File: config.mk
export PLATFORM = sky130hd
export DESIGN_NAME = adbg_cpu_halt_group_ctrl
export DESIGN_NICKNAME = d
export VERILOG_FILES = /design/src/rtl/adbg_cpu_halt_group_ctrl.sv
export SDC_FILE = /design/constraint.sdc
export NUM_CORES = 1
export LEC_CHECK = 0
export CORE_MARGIN = 2
export CORE_UTILIZATION = 25
export CTS_CLUSTER_SIZE = 28
export DETAILED_ROUTE_END_ITERATION = 10
export PLACE_DENSITY = 0.59
export SETUP_SLACK_MARGIN = 0.2
export SLEW_MARGIN = 10
export SYNTH_ARGS = -nofsm -noshare
export SYNTH_HDL_FRONTEND = slang
export SYNTH_SLANG_ARGS = --single-unit
export TNS_END_PERCENT = 100
File: constraint.sdc
create_clock -name cpu_clk_i -period 1.95 [get_ports cpu_clk_i]
set_clock_uncertainty 0.15 [all_clocks]
set_input_delay 0.195 -clock cpu_clk_i [delete_from_list [all_inputs] [get_ports cpu_clk_i]]
set_output_delay 0.195 -clock cpu_clk_i [all_outputs]
set_load 0.01 [all_outputs]
File: src/rtl/adbg_cpu_halt_group_ctrl.sv
// ----------------------------------------------------------------------------
// adbg_cpu_halt_group_ctrl
//
// Cross-core halt/resume sequencer for a group of CPU debug modules. A
// breakpoint on any group member, or a debugger group halt request, stalls
// every core in the group. The block then waits for every member to report
// halted, and later releases the group on a resume request and waits for
// every member to leave the halted state. A shared wait counter bounds both
// waits so that an unresponsive core cannot hang the debugger.
//
// Ports:
//   cpu_clk_i        block clock, all state updates on the rising edge
//   rst_i            synchronous active-high reset
//   group_mask_i     cores in the halt group (captured at the trigger only)
//   dbg_stall_req_i  per-core manual stall from the debug modules (level)
//   cpu_bp_i         per-core breakpoint/trap indication (level)
//   cpu_halted_i     per-core "halted" acknowledge
//   halt_req_i       one-cycle group halt request
//   resume_req_i     one-cycle group resume request
//   cpu_stall_o      stall to each core
//   group_state_o    0=RUN, 1=HALTING, 2=HALTED, 3=RESUMING
//   halt_set_o       group mask captured at the trigger
//   bp_cause_o       sticky record of group cores that raised a breakpoint
//   timeout_o        sticky: the last HALTING/RESUMING wait expired
//   busy_o           high while HALTING or RESUMING
// ----------------------------------------------------------------------------
module adbg_cpu_halt_group_ctrl #(
    parameter int NB_CORES     = 4,
    parameter int HALT_TIMEOUT = 255
) (
    input  logic                cpu_clk_i,
    input  logic                rst_i,
    input  logic [NB_CORES-1:0] group_mask_i,
    input  logic [NB_CORES-1:0] dbg_stall_req_i,
    input  logic [NB_CORES-1:0] cpu_bp_i,
    input  logic [NB_CORES-1:0] cpu_halted_i,
    input  logic                halt_req_i,
    input  logic                resume_req_i,
    output logic [NB_CORES-1:0] cpu_stall_o,
    output logic [1:0]          group_state_o,
    output logic [NB_CORES-1:0] halt_set_o,
    output logic [NB_CORES-1:0] bp_cause_o,
    output logic                timeout_o,
    output logic                busy_o
);

    localparam int CNT_W = $clog2(HALT_TIMEOUT + 1);
    // Last counter value of a wait: the wait lasts exactly HALT_TIMEOUT cycles.
    localparam logic [CNT_W-1:0] CNT_LAST = CNT_W'(HALT_TIMEOUT - 1);
    localparam logic [CNT_W-1:0] CNT_ONE  = CNT_W'(1);
    localparam logic [NB_CORES-1:0] MASK_ZERO = {NB_CORES{1'b0}};

    typedef enum logic [1:0] {
        ST_RUN      = 2'd0,
        ST_HALTING  = 2'd1,
        ST_HALTED   = 2'd2,
        ST_RESUMING = 2'd3
    } state_t;

    state_t              state_r;
    logic [NB_CORES-1:0] halt_set_r;
    logic [NB_CORES-1:0] bp_cause_r;
    logic                timeout_r;
    logic [CNT_W-1:0]    cnt_r;

    logic                trig_s;
    logic [NB_CORES-1:0] grp_bp_s;
    logic [NB_CORES-1:0] new_bp_s;
    logic                all_halted_s;
    logic                none_halted_s;

    // Every member of the set has acknowledged the halt (true for an empty set).
    function automatic logic all_acked(input logic [NB_CORES-1:0] halted,
                                       input logic [NB_CORES-1:0] set);
        return ((halted & set) == set);
    endfunction

    // No member of the set still reports halted.
    function automatic logic none_acked(input logic [NB_CORES-1:0] halted,
                                        input logic [NB_CORES-1:0] set);
        return ((halted & set) == {NB_CORES{1'b0}});
    endfunction

    // Trigger and handshake decode from the current inputs and captured set.
    always_comb begin
        grp_bp_s      = cpu_bp_i & group_mask_i;
        new_bp_s      = cpu_bp_i & halt_set_r;
        trig_s        = halt_req_i | (|grp_bp_s);
        all_halted_s  = all_acked(cpu_halted_i, halt_set_r);
        none_halted_s = none_acked(cpu_halted_i, halt_set_r);
    end

    // Group sequencer: state, captured set, breakpoint cause, timeout, counter.
    always_ff @(posedge cpu_clk_i) begin
        if (rst_i) begin
            state_r    <= ST_RUN;
            halt_set_r <= MASK_ZERO;
            bp_cause_r <= MASK_ZERO;
            timeout_r  <= 1'b0;
            cnt_r      <= '0;
        end else begin
            case (state_r)
                ST_RUN: begin
                    if (trig_s) begin
                        state_r    <= ST_HALTING;
                        halt_set_r <= group_mask_i;
                        bp_cause_r <= grp_bp_s;
                        timeout_r  <= 1'b0;
                        cnt_r      <= '0;
                    end
                end
                ST_HALTING: begin
                    bp_cause_r <= bp_cause_r | new_bp_s;
                    cnt_r      <= cnt_r + CNT_ONE;
                    // A complete acknowledge wins over an expiring counter.
                    if (all_halted_s) begin
                        state_r <= ST_HALTED;
                        cnt_r   <= '0;
                    end else if (cnt_r == CNT_LAST) begin
                        state_r   <= ST_HALTED;
                        timeout_r <= 1'b1;
                        cnt_r     <= '0;
                    end
                end
                ST_HALTED: begin
                    bp_cause_r <= bp_cause_r | new_bp_s;
                    // halt_req_i has no effect here, so resume wins a tie.
                    if (resume_req_i) begin
                        state_r   <= ST_RESUMING;
                        timeout_r <= 1'b0;
                        cnt_r     <= '0;
                    end
                end
                ST_RESUMING: begin
                    cnt_r <= cnt_r + CNT_ONE;
                    if (none_halted_s) begin
                        state_r    <= ST_RUN;
                        halt_set_r <= MASK_ZERO;
                        cnt_r      <= '0;
                    end else if (cnt_r == CNT_LAST) begin
                        state_r    <= ST_RUN;
                        halt_set_r <= MASK_ZERO;
                        timeout_r  <= 1'b1;
                        cnt_r      <= '0;
                    end
                end
                default: begin
                    state_r    <= ST_RUN;
                    halt_set_r <= MASK_ZERO;
                    bp_cause_r <= MASK_ZERO;
                    timeout_r  <= 1'b0;
                    cnt_r      <= '0;
                end
            endcase
        end
    end

    // Output decode: group stall applies only while the group is being held.
    always_comb begin
        cpu_stall_o = dbg_stall_req_i;
        busy_o      = 1'b0;
        if ((state_r == ST_HALTING) || (state_r == ST_HALTED)) begin
            cpu_stall_o = dbg_stall_req_i | halt_set_r;
        end else begin
            cpu_stall_o = dbg_stall_req_i;
        end
        if ((state_r == ST_HALTING) || (state_r == ST_RESUMING)) begin
            busy_o = 1'b1;
        end else begin
            busy_o = 1'b0;
        end
        group_state_o = state_r;
        halt_set_o    = halt_set_r;
        bp_cause_o    = bp_cause_r;
        timeout_o     = timeout_r;
    end

endmodule

Word level (Yosys, flattened, before mapping) --
Cells that the tools add are included.
Storage, ports and cells: register bits 19, input port bits 20, output and inout bits 16, word-level logic and storage cells 63
Operators by class: $add $sub $neg 1, eq/ne operators 11, muxes and demuxes 27, bitwise operators 6, reductions and logical operators 13
Operators by type and width (count):
- two-way mux 8 bit | 5
- case mux 8 bit (4 select lines) | 1
- two-way mux 4 bit | 5
- case mux 4 bit (2 select lines) | 2
- bitwise AND 4 bit | 3
- two-way mux 2 bit | 6
- adder 8 x 1 -> 8 bit, second input constant | 1
- equality test 8 bit, second input constant | 1
- != test 2 bit, second input constant | 4
- OR 4 bit | 2
- case mux 2 bit (4 select lines) | 1
- AND reduction 4 bit | 2
- two-way mux 1 bit | 6
- != test 3 bit, second input constant | 2
- equality test 2 bit, second input constant | 2
- equality test 4 bit | 1
- zero test 4 bit | 1
- case mux 1 bit (4 select lines) | 1
- AND reduction 2 bit | 2
- nonzero test 2 bit | 2
- OR reduction 4 bit | 1
- AND reduction 3 bit | 1
- equality test 2 x 1 -> 1 bit, second input constant | 1
- zero test 2 bit | 1
- 3 further kinds | 4

Logic depth before layout (Yosys ltp) --
Gate-level depths: netlist of run 1.
depth after elaboration 5, gate-level depth with buffers 8, gate-level depth less buffers 7

Worst setup path before layout of run 1 --
Ideal clock, no wire load.
path type flip-flop to flip-flop, from register state_r[0], in the netlist group_state_o[0], to register timeout_r, in the netlist timeout_o, setup time 0.078 ns, arrival time 1.741 ns, data required time 1.722 ns, slack -0.018 ns, cell stages (with the launch flop) 9, path buffers 1, period minus slack after synthesis 1.968 ns, path through dfxtp_1 > inv_1 > ha_1 > a21boi_1 > a32o_1 > clkbuf_1 > a221oi_1 > a21oi_1 > nor3_1
On the way: longest elaborated chain between the ends 3, elaborated cells on any way between the ends 10, those cells by class eq/ne: 7; mux: 1; reduce/logical: 2
RTL lines:
- start, declared | line 60 | state_t state_r;
- start signal, assigned | line 96 | state_r <= ST_RUN;
- start signal, assigned | line 105 | state_r <= ST_HALTING;
- start signal, assigned | line 117 | state_r <= ST_HALTED;
- equality test 2 bit (tied with other cells) | line 102 | case (state_r)
- != test 2 bit (no line)
- AND reduction 4 bit (no line)
- end signal, assigned | line 99 | timeout_r <= 1'b0;
- end signal, assigned | line 108 | timeout_r <= 1'b0;
- end signal, assigned | line 121 | timeout_r <= 1'b1;
- end, declared | line 63 | logic timeout_r;
Several ways; a longest one is shown, not always the timed one. A chain may end at the register's enable or synchronous reset.

Final worst setup path of run 1 --
from register state_r[0], in the netlist group_state_o[0], to register state_r[1], in the netlist group_state_o[1]
On the way: longest elaborated chain between the ends 3, elaborated cells on any way between the ends 10, those cells by class eq/ne: 7; mux: 1; reduce/logical: 2
RTL lines (line):
- equality test 2 bit (tied with other cells) | 102
- != test 3 bit (no line) or != test 2 bit (tied branches)
- AND reduction 4 bit (no line)
Several ways; a longest one is shown, not always the timed one.

==> metrics, run 1 <==
sequential share of power 22.6%; reg2reg path depth 6; clk_lat worst skew 0.26 ns; Commonest cells post-synth 25 x nand2_1, 19 x dfxtp_1, 15 x a21oi_1, 11 x nor3_1, 8 x nand3_1; hpwl dp 2.45 mm; DRT Wirelength 3.80 mm; DRC 0; Yosys reg bits 19; vias per cell 5.20; RR Startpoint group_state_o[0]$_SDFFE_PP0P_; internal power ~1.5 mW; DRT Pass-1 Iters 4; Slew HR 76.0%; dpl ws -0.0521 ns; Setup crit start kind register; Async S/R FF share, synth 0%; Max Cap Viol 0; synth top area cells dfxtp_1 33%, nand2_1 8.1%, ha_1 7.5%; die footprint 0.00522 mm2; Final #Nets around 240; DR vias 1383; combinational power share around two thirds; Detailed Route Iter0 Violations 70; clock sinks 19; Post-synth EDFFs 0; RR Endpoint group_state_o[1]$_SDFFE_PP0P_; Data required, critical path 1.99 ns; Yosys top cell by area dfxtp_1; Min-Delay Path Depth 2; highest clock rate about 560 MHz; Max Used Layer met4; worst-path maximum fanout 6; Final setup viols 0; CTS Buf Count 3; area of the multi-input gates ~900 um2; Total GRT Usage 15.0%; Worst-path clk slew around 0.080 ns; Top FF cell, synth dfxtp_1; Routed Antenna Nets 0; vias in the first global route ~1.3k; I/O pins 36; Hold Path Sink cnt_r[4]$_SDFFE_PP0P_; H-Tree Depth 1; worst min-delay path startpoint cnt_r[4]$_SDFFE_PP0P_; final hold vios 0; r2r setup slk 0.17 ns; critical path class register to register; Synth top area share 32.7%; total congestion overflow 0; Worst Setup End Kind register; port buffer count 35; warnings from Yosys 0; clock root buffer master clkbuf_8; Layout area overhead 72.9%; CORE AREA 0.00441 mm2; sequential element share of the synthesized area 32.7%; Setup WS post-layout 0.166 ns; Mapped Nets 177; Register Area 398 um2; design area between 0.002 and 0.0025 mm2; Pwr per Cell Area about 1200 mW/mm2; global-route wire length before repair 6.21 mm; Mapped Cells 150; Final Cycle Share 91.5%; antenna fix cells 0; RSZ-0062 raised after global routing yes; Die W 72.2 um; layout cells sized above 1 32.2%; met3 wire length 267 um; die height 72.2 um; Hold Crit Class register to register; Peak VDD IR between 300 and 400 uV; DR WL met2 roughly 1.8 mm; M1 WL 1.75 mm; starting density of the core 26.4%; Filler cells 437; leakage 0.798 nW; syn avg cell area ~7.8 um2; initial antenna violation count 0; routability cong. 0.761; Post-Place Cell Area ~0.0017 mm2; Distinct cells, synth 37; clk buf depth 2; row count 24; Sw Ratio 39.7%; min cycle time layout 1.78 ns; Slew @ Worst Pin 0.360 ns; CTS tree built; Arr. time, crit path between 1.5 and 2 ns; Net Sw Power around 1 mW; most numerous cell in the Yosys netlist nand2_1; Final Max Tran Viols 0; routed wire length per instance 14.3 um; largest net degree at the start of global routing 20; Synth Cell Area about 0.0012 mm2; CTS Hold Buffers Added 0; clock power share 11.4%; status finished clean
[repair_timing]
item | CTS | global route
resized for setup | 27 | 23
setup buffers | 4 | 5
cloned | 3 | 0
pin swaps | 2 | 19
setup endpoints to repair | 20 | 24
[cell type report]
class / instances / area share, %
inverters: 5 / 1.18
repair buffers: 64 / 29.4
well taps: 52 / 3.23
clock buffers: 4 / 2.24
flip-flops and latches: 19 / 19.8
multi-input cells: 122 / 44.2
[cells in the final DEF, fill, tap and decap left out, types with 2 or more instances in the layout]
master / instances
a21o_1: 4
dfxtp_4: 3
clkdlybuf4s50_1: 28
a31oi_1: 4
or2_2: 2
nor3_1: 10
nand2_1: 25
o21ai_1: 4
a22o_1: 2
o21a_1: 2
buf_4: 23
a22oi_2: 2
buf_6: 5
nand4_1: 6
inv_4: 2
a21oi_1: 12
a211oi_1: 3
ha_1: 4
inv_1: 3
clkbuf_8: 3
nor2b_1: 3
ha_4: 2
a32o_2: 3
nor2_1: 4
dfxtp_2: 5
dlygate4sd2_1: 5
nand3_1: 7
nor2b_4: 2
dfxtp_1: 11
a21oi_2: 3
[how the worst max path moves through the flow]
stage,slack (ns),cells after the start,endpoint,startpoint
2_1_floorplan,0.20,8,timeout_o$_SDFFE_PP0P_,group_state_o[1]$_SDFFE_PP0P_
3_3_place_gp,-0.04,6,group_state_o[1]$_SDFFE_PP0P_,cpu_halted_i[1]
3_5_place_dp,-0.05,6,group_state_o[1]$_SDFFE_PP0P_,cpu_halted_i[1]
4_1_cts,0.09,4,busy_o,group_state_o[1]$_SDFFE_PP0P_
5_1_grt,0.14,6,group_state_o[1]$_SDFFE_PP0P_,cpu_halted_i[0]
6_report,0.17,6,group_state_o[1]$_SDFFE_PP0P_,group_state_o[0]$_SDFFE_PP0P_
[routing by layer]
metal	global-route usage, %	vias to the layer above
met5	0	-
met4	3.56	0
met3	4.03	4
met2	26.2	42
met1	18.2	651
li1	-	686
[logic make-up after synthesis]
group	count (synthesis)	synth area share (%)
fa+ha+maj	7	7.53
flops	19	32.7
compound gates	43	25.2
buf+inv	11	3.65
simple gates	70	31.0
[worst max-delay path, cell delays in order (launching register included)]
cell	delay (ns)
dfxtp_4	0.38
inv_4	0.05
ha_4	0.15
a21boi_4	0.15
a32o_2	0.31
or3b_4	0.41
a21oi_2	0.13
[flip-flops by register name (all words and copies together) (netlist names)]
name           count
bp_cause_o         4
cnt_r              8
timeout_o          1
group_state_o      2
halt_set_o         4
[power groups by stage]
stage / Combinational (mW) / Clock (mW) / Sequential [mW]
after global routing: 1.77 / 0.302 / 0.572
after global placement: 1.24 / 0 / 0.558
after CTS: 1.42 / 0.289 / 0.560
final: 1.64 / 0.282 / 0.561
after floorplan: 0.720 / 0 / 0.586
after detailed placement: 1.25 / 0 / 0.556
[stage by stage]
step / power [mW] / setup TNS [ns] / utilization (%) / std cells / hold WS (ns)
2_1_floorplan: 1.31 / 0 / - / 150 / 0.214
5_1_grt: 2.65 / 0 / 45.6 / 266 / 0.367
4_1_cts: 2.27 / 0 / 42.9 / 261 / 0.348
3_5_place_dp: 1.80 / -0.0634 / 38.9 / 250 / 0.338
6_report: 2.48 / 0 / 45.6 / 266 / 0.332
3_3_place_gp: 1.80 / -0.0402 / 38.9 / 250 / 0.331
(Power assumes the default switching activity.)
==> inputs of run 2 (changes only) <==
--- a/config.mk
+++ b/config.mk
@@ -9,7 +9,7 @@
 export CORE_UTILIZATION = 25
 export CTS_CLUSTER_SIZE = 28
 export DETAILED_ROUTE_END_ITERATION = 10
-export PLACE_DENSITY = 0.59
+export PLACE_DENSITY = 0.57
 export SETUP_SLACK_MARGIN = 0.2
 export SLEW_MARGIN = 10
 export SYNTH_ARGS = -nofsm -noshare
==> constraint.sdc (replaced) <==
create_clock -name cpu_clk_i -period 1.7 [get_ports cpu_clk_i]
set_clock_uncertainty 0.15 [all_clocks]
set_input_delay 0.17 -clock cpu_clk_i [delete_from_list [all_inputs] [get_ports cpu_clk_i]]
set_output_delay 0.17 -clock cpu_clk_i [all_outputs]
set_load 0.01 [all_outputs]
==> run 2 against run 1 <==
  * Routed wire length up 10%
  * Worst setup slack worse by 0.21 ns
  * Highest routed layer unchanged
  * Sequential share of layout area down 2.0 points
  * Non-clock buffer count up 12
  * Critical path depth unchanged
  * The flow now finishes with violations (negative setup slack)
  * Critical endpoint unchanged
  * Largest cell class unchanged
  * Sequential cell count unchanged
  * Fmax up 2.2%
  * Register-to-register slack worse by 0.21 ns
  * Total power up 24%
  * Sequential power up 12%
==> metrics, run 2 (synthesis gave the netlist of run 1 again) <==
H-Tree Depth 1 (unchanged); DR vias 1422 (+2.8%); DRC 0 (unchanged); initial antenna violation count 0 (unchanged); critical path class register to register; Detailed Route Iter0 Violations 49 (-30%); CTS Hold Buffers Added 0 (unchanged); hpwl dp 2.65 mm (+8.1%); Setup WS post-layout -0.0465 ns (-0.212 ns); Final Max Tran Viols 0 (unchanged); Slew HR 75.8% (-0.14 points); clock sinks 19 (unchanged); CP max-delay cell dfxtp_4; min cycle time layout 1.75 ns (-0.0379 ns); routability cong. 0.755 (-0.72%); Die W 72.2 um (unchanged); most common cell after layout, fill and taps aside buf_4; final hold vios 0 (unchanged); Arr. time, crit path 1.79 ns (-0.04 ns); clk buf depth 2 (unchanged); vias in the first global route 1375 (+1.9%); layout cells sized above 1 42.9% (+11 points); antenna fix cells 0 (unchanged); Slew @ Worst Pin 0.359 ns (-0.000579 ns); highest clock rate 573 MHz (+2.2%); CORE AREA 0.00441 mm2 (unchanged); Core Util, Final 49.9% (+4.4 points); sequential share of power 20.3% (-2.3 points); Peak VDD IR 461 uV (+21%); CTS Buf Count 3 (unchanged); I/O pins 36 (unchanged); Worst-path clk slew 0.08 ns (about the same); status complete, but fails checks; Hold Crit Class register to register; Sw Ratio 40.8% (+1.1 points); combinational power share 68.9% (+2.9 points); Largest register FFs 8 (unchanged); Worst Setup End Kind register; die footprint 0.00522 mm2 (unchanged); Final #Nets 254 (+5.0%); Total GRT Usage 15.9% (+0.89 points); RSZ-0062 raised after global routing yes; clock power share 10.8% (-0.6 points); failing checks negative setup slack; Max Cap Viol 0 (unchanged); Post-Place Cell Area 0.00190 mm2 (+11%); global-route wire length before repair 6.54 mm (+5.3%); Routed Antenna Nets 0 (unchanged); Final setup viols 6 (+6); clock root buffer master clkbuf_8; Worst path max stage delay 0.38 ns (-0.03 ns); total congestion overflow 0 (unchanged); Final Cycle Share 103% (+11 points); Layout area overhead 89.5%; Pwr per Cell Area 1400 mW/mm2 (+13%); DRT Pass-1 Iters 4 (unchanged); Largest Register cnt_r; starting density of the core 26.4% (unchanged); vias per cell 5.12 (-1.6%); internal power 1.83 mW (+22%); worst-path maximum fanout 5 (-1); row count 24 (unchanged); total negative slack -0.117 ns (-0.117 ns); port buffer count 35 (unchanged); Data required, critical path 1.75 ns (-0.24 ns); die height 72.2 um (unchanged); clk_lat worst skew 0.26 ns (about the same); design area 0.00220 mm2 (+9.6%); Filler cells 408 (-6.6%); Net Sw Power 1.26 mW (+28%); crit path cell chain inv_4 > ha_4 > a21boi_4 > a32o_4 > or3b_1 > a21oi_1; Setup crit start kind register; DRT Wirelength 4.18 mm (+10%); most frequent cells in the layout 34 x buf_4, 25 x nand2_1, 17 x clkdlybuf4s50_1; largest net degree at the start of global routing 20 (unchanged); CTS tree built; leakage 0.959 nW (+20%); routed wire length per instance 15.0 um (+5.3%)
-- run 2: metrics by stage --
step	power (mW)	setup slack (ns)	hold WS [ns]	cells
after global routing	3.31	-0.106	0.365	278
after detailed placement	2.31	-0.284	0.359	265
after floorplan	1.62	-0.00367	0.182	150
after global placement	2.29	-0.276	0.361	265
final	3.09	-0.0465	0.355	278
after CTS	2.77	-0.0202	0.374	275
-- run 2: layout make-up --
type	count	area, um2	share of cell area, %
clock buffers	4	45.0	2.04
well taps	52	65.1	2.95
multi-input cells	122	1010	45.6
repair buffers	76	672	30.5
flip-flops and latches	19	393	17.8
inverters	5	23.8	1.08
-- run 2: what timing repair did --
item | in CTS | in global routing
endpoints found under the hold margin | 0 | 0
gates resized for setup | 41 | 36
gates cloned | 2 | 1
pin swaps | 3 | 4
endpoints found under the setup margin | 28 | 27
setup buffers | 4 | 2
-- run 2: final timing paths --
kind         depth (start not counted)                       endpoint                     startpoint  slack [ns]
min                                  2     bp_cause_o[0]$_SDFFE_PP0P_     bp_cause_o[0]$_SDFFE_PP0P_        0.36
min reg2reg                          2     bp_cause_o[0]$_SDFFE_PP0P_     bp_cause_o[0]$_SDFFE_PP0P_        0.36
max                                  6  group_state_o[1]$_SDFFE_PP0P_  group_state_o[1]$_SDFFE_PP0P_       -0.05
max reg2reg                          6  group_state_o[1]$_SDFFE_PP0P_  group_state_o[1]$_SDFFE_PP0P_       -0.05
-- run 2: routing by layer --
layer | vias up | part of all wire, % | wire (um) | global-route usage [%]
li1 | 713 | - | - | -
met3 | 4 | 6.6 | 275 | 4.17
met1 | 663 | 43 | 1790 | 19.6
met5 | - | 0 | 0 | 0
met4 | 0 | 0.57 | 24 | 2.94
met2 | 42 | 50 | 2090 | 27.8
-- run 2: worst max-delay path: cells and delay by family, from the launching register on --
kind / cells / cell delay, ns
simple gates: 1 / 0.35
fa+ha+maj: 1 / 0.15
compound gates: 3 / 0.60
buf+inv: 1 / 0.05
flops: 1 / 0.38
-- run 2: power groups by stage --
| stage | sequential, mW | clock, mW | combinational (mW) |
|---|---|---|---|
| floorplan | 0.687 | 0 | 0.932 |
| global placement | 0.631 | 0 | 1.66 |
| detailed placement | 0.631 | 0 | 1.67 |
| CTS | 0.622 | 0.345 | 1.80 |
| global route | 0.638 | 0.368 | 2.30 |
| finish | 0.627 | 0.334 | 2.13 |
==> inputs of run 3 (changes only) <==
--- a/config.mk
+++ b/config.mk
@@ -6,10 +6,10 @@
 export NUM_CORES = 1
 export LEC_CHECK = 0
 export CORE_MARGIN = 2
-export CORE_UTILIZATION = 25
+export CORE_UTILIZATION = 46
 export CTS_CLUSTER_SIZE = 28
 export DETAILED_ROUTE_END_ITERATION = 10
-export PLACE_DENSITY = 0.57
+export PLACE_DENSITY = 0.88
 export SETUP_SLACK_MARGIN = 0.2
 export SLEW_MARGIN = 10
 export SYNTH_ARGS = -nofsm -noshare
==> run 3 against run 2 <==
  * The flow still finishes with violations (negative setup slack)
  * Total power is 7.1% higher
  * Largest power group unchanged
  * Critical path depth grew 2
  * Cell count is 7.9% lower
==> metrics, run 3 (synthesis gave the netlist of run 1 again) <==
clock sinks 19 (unchanged); DRT Wirelength 5.29 mm (+27%); Slew @ Worst Pin 0.376 ns (+0.0164 ns); Worst-path clk slew 0.12 ns (+0.04 ns); Final Max Tran Viols 0 (unchanged); die height 54.3 um (-25%); Worst Setup End Kind register; final hold vios 0 (unchanged); critical path class register to register; starting density of the core 47.8% (+21 points); Hold Crit Class register to register; highest clock rate 503 MHz (-12%); Data required, critical path 1.75 ns (about the same); Arr. time, crit path 2.04 ns (+0.25 ns); Largest Register cnt_r; Die W 54.3 um (-25%); clock root buffer master clkbuf_4; layout cells sized above 1 44.7% (+1.8 points); Total GRT Usage 32.6% (+17 points); Min-Delay Path Depth 2 (unchanged); Max Cap Viol 0 (unchanged); Pwr per Cell Area 1530 mW/mm2 (+9.2%); min cycle time layout 1.99 ns (+0.243 ns); total congestion overflow 0 (unchanged); H-Tree Depth 1 (unchanged); clk_lat worst skew 0.31 ns (+0.05 ns); Routed Antenna Nets 0 (unchanged); Setup WS post-layout -0.289 ns (-0.243 ns); sequential share of power 19.1% (-1.2 points); reg2reg path depth 8 (+2); CTS Buf Count 3 (unchanged); RR Startpoint group_state_o[1]$_SDFFE_PP0P_; r2r setup slk -0.29 ns (-0.24 ns); clk buf depth 2 (unchanged); Final setup viols 20 (+14); global-route wire length before repair 6.74 mm (+3.1%); Net Sw Power 1.45 mW (+15%); number of instances in the placed design 241 (-9.1%); I/O pins 36 (unchanged); failing checks negative setup slack; DR vias 1634 (+15%); Layout area overhead 85.9%; largest net degree at the start of global routing 20 (unchanged); Final #Nets 254 (unchanged); leakage 0.903 nW (-5.8%); clock power share 7.4% (-3.4 points); port buffer count 35 (unchanged); CTS tree built; Final Cycle Share 117% (+14 points); hpwl dp 2.94 mm (+11%); RR Endpoint group_state_o[1]$_SDFFE_PP0P_; worst-path maximum fanout 5 (unchanged); RSZ-0062 raised after global routing yes; vias in the first global route 1502 (+9.2%); Sw Ratio 43.8% (+2.9 points); Slew HR 74.7% (-1.1 points); CTS Hold Buffers Added 0 (unchanged); die footprint 0.00295 mm2 (-43%); Detailed Route Iter0 Violations 47 (-4.1%); DRT Pass-1 Iters 4 (unchanged); combinational power share 73.5% (+4.6 points); total negative slack -2.88 ns (-2.76 ns); Largest register FFs 8 (unchanged); status complete, but fails checks; routability cong. 0.787 (+4.1%); initial antenna violation count 0 (unchanged); vias per cell 6.38 (+25%); Final Non-Filler Cells 256 (-7.9%); Peak VDD IR 1360 uV (+200%); Hold Path Sink bp_cause_o[0]$_SDFFE_PP0P_; row count 18 (-25%); internal power 1.86 mW (+1.8%); DRC 0 (unchanged); antenna fix cells 0 (unchanged); worst min-delay path startpoint bp_cause_o[0]$_SDFFE_PP0P_; CORE AREA 0.00243 mm2 (-45%); most common cell after layout, fill and taps aside buf_4; most frequent cells in the layout 31 x buf_4, 24 x nand2_1, 19 x clkdlybuf4s50_1; routed wire length per instance 20.7 um (+38%); Setup crit start kind register
-- run 3: cell count changes in the layout (fill, tap and decap cells not counted), moves of 2 or more --
cell | before | now
dlymetal6s2s_1 | 6 | 0
buf_6 | 8 | 11
nor3_2 | 3 | 8
clkdlybuf4s50_1 | 17 | 19
clkbuf_8 | 3 | 0
buf_4 | 34 | 31
dlygate4sd2_1 | 7 | 11
clkbuf_4 | 0 | 3
ha_4 | 3 | 1
buf_16 | 0 | 2
buf_2 | 4 | 2
nor3_1 | 5 | 2
buf_12 | 0 | 2
nor3_4 | 3 | 1
-- run 3: area by class of cell --
cell class                      instances  area [um2]
Timing Repair Buffer                   78         748
Sequential cell                        19         394
Clock inverter                          1        5.00
Multi-Input combinational cell        120         932
Fill cell                             100         269
Clock buffer                            3        22.5
Tap cell                               30        37.5
Inverter                                5        23.8
-- run 3: metal layers --
layer	track usage (%)	routed length [um]
met5	0	0
met2	61.4	2690
met4	20.0	341
met3	6.01	405
met1	32.6	1860
-- run 3: timing repair --
item / in CTS / in global routing
setup endpoints to repair: 35 / 24
pin swaps: 17 / 13
gates resized for setup: 52 / 21
gates cloned: 2 / 0
setup buffers: 5 / 4
-- run 3: worst max-delay path by stage --
stage,from,to,slack (ns),cells past startpoint
2_1_floorplan,group_state_o[1]$_SDFFE_PP0P_,timeout_o$_SDFFE_PP0P_,-0.004,8
3_3_place_gp,cpu_halted_i[1],group_state_o[1]$_SDFFE_PP0P_,-0.24,6
3_5_place_dp,cpu_halted_i[1],group_state_o[1]$_SDFFE_PP0P_,-0.27,6
4_1_cts,group_state_o[0]$_SDFFE_PP0P_,cnt_r[4]$_SDFFE_PP0P_,-0.13,9
5_1_grt,group_state_o[1]$_SDFFE_PP0P_,group_state_o[1]$_SDFFE_PP0P_,-0.32,7
6_report,group_state_o[1]$_SDFFE_PP0P_,group_state_o[1]$_SDFFE_PP0P_,-0.29,8
-- run 3: metrics by stage --
stage	utilization, %	power [mW]	worst slack [ns]	instance area, um2	hold WS, ns
after floorplan	-	1.62	-0.00367	1270	0.182
after global placement	77.0	2.25	-0.243	1870	0.351
after detailed placement	77.0	2.35	-0.273	1870	0.363
after CTS	84.6	2.91	-0.129	2060	0.356
after global routing	88.9	3.44	-0.317	2160	0.390
final	88.9	3.31	-0.289	2160	0.375
-- run 3: power groups by stage --
stage	Sequential [mW]	Combinational [mW]	Clock, mW
3_3_place_gp	0.629	1.62	0
3_5_place_dp	0.637	1.71	0
4_1_cts	0.634	2.03	0.242
2_1_floorplan	0.687	0.932	0
5_1_grt	0.639	2.54	0.262
6_report	0.631	2.43	0.244
-- run 3: critical path, stage by stage (launching register included) --
cell and delay (ns):
dfxtp_4 0.39, inv_4 0.05, ha_4 0.16, a21boi_4 0.14, a32o_2 0.30, buf_12 0.15
buf_16 0.12, o21ai_0 0.28, a21oi_1 0.14
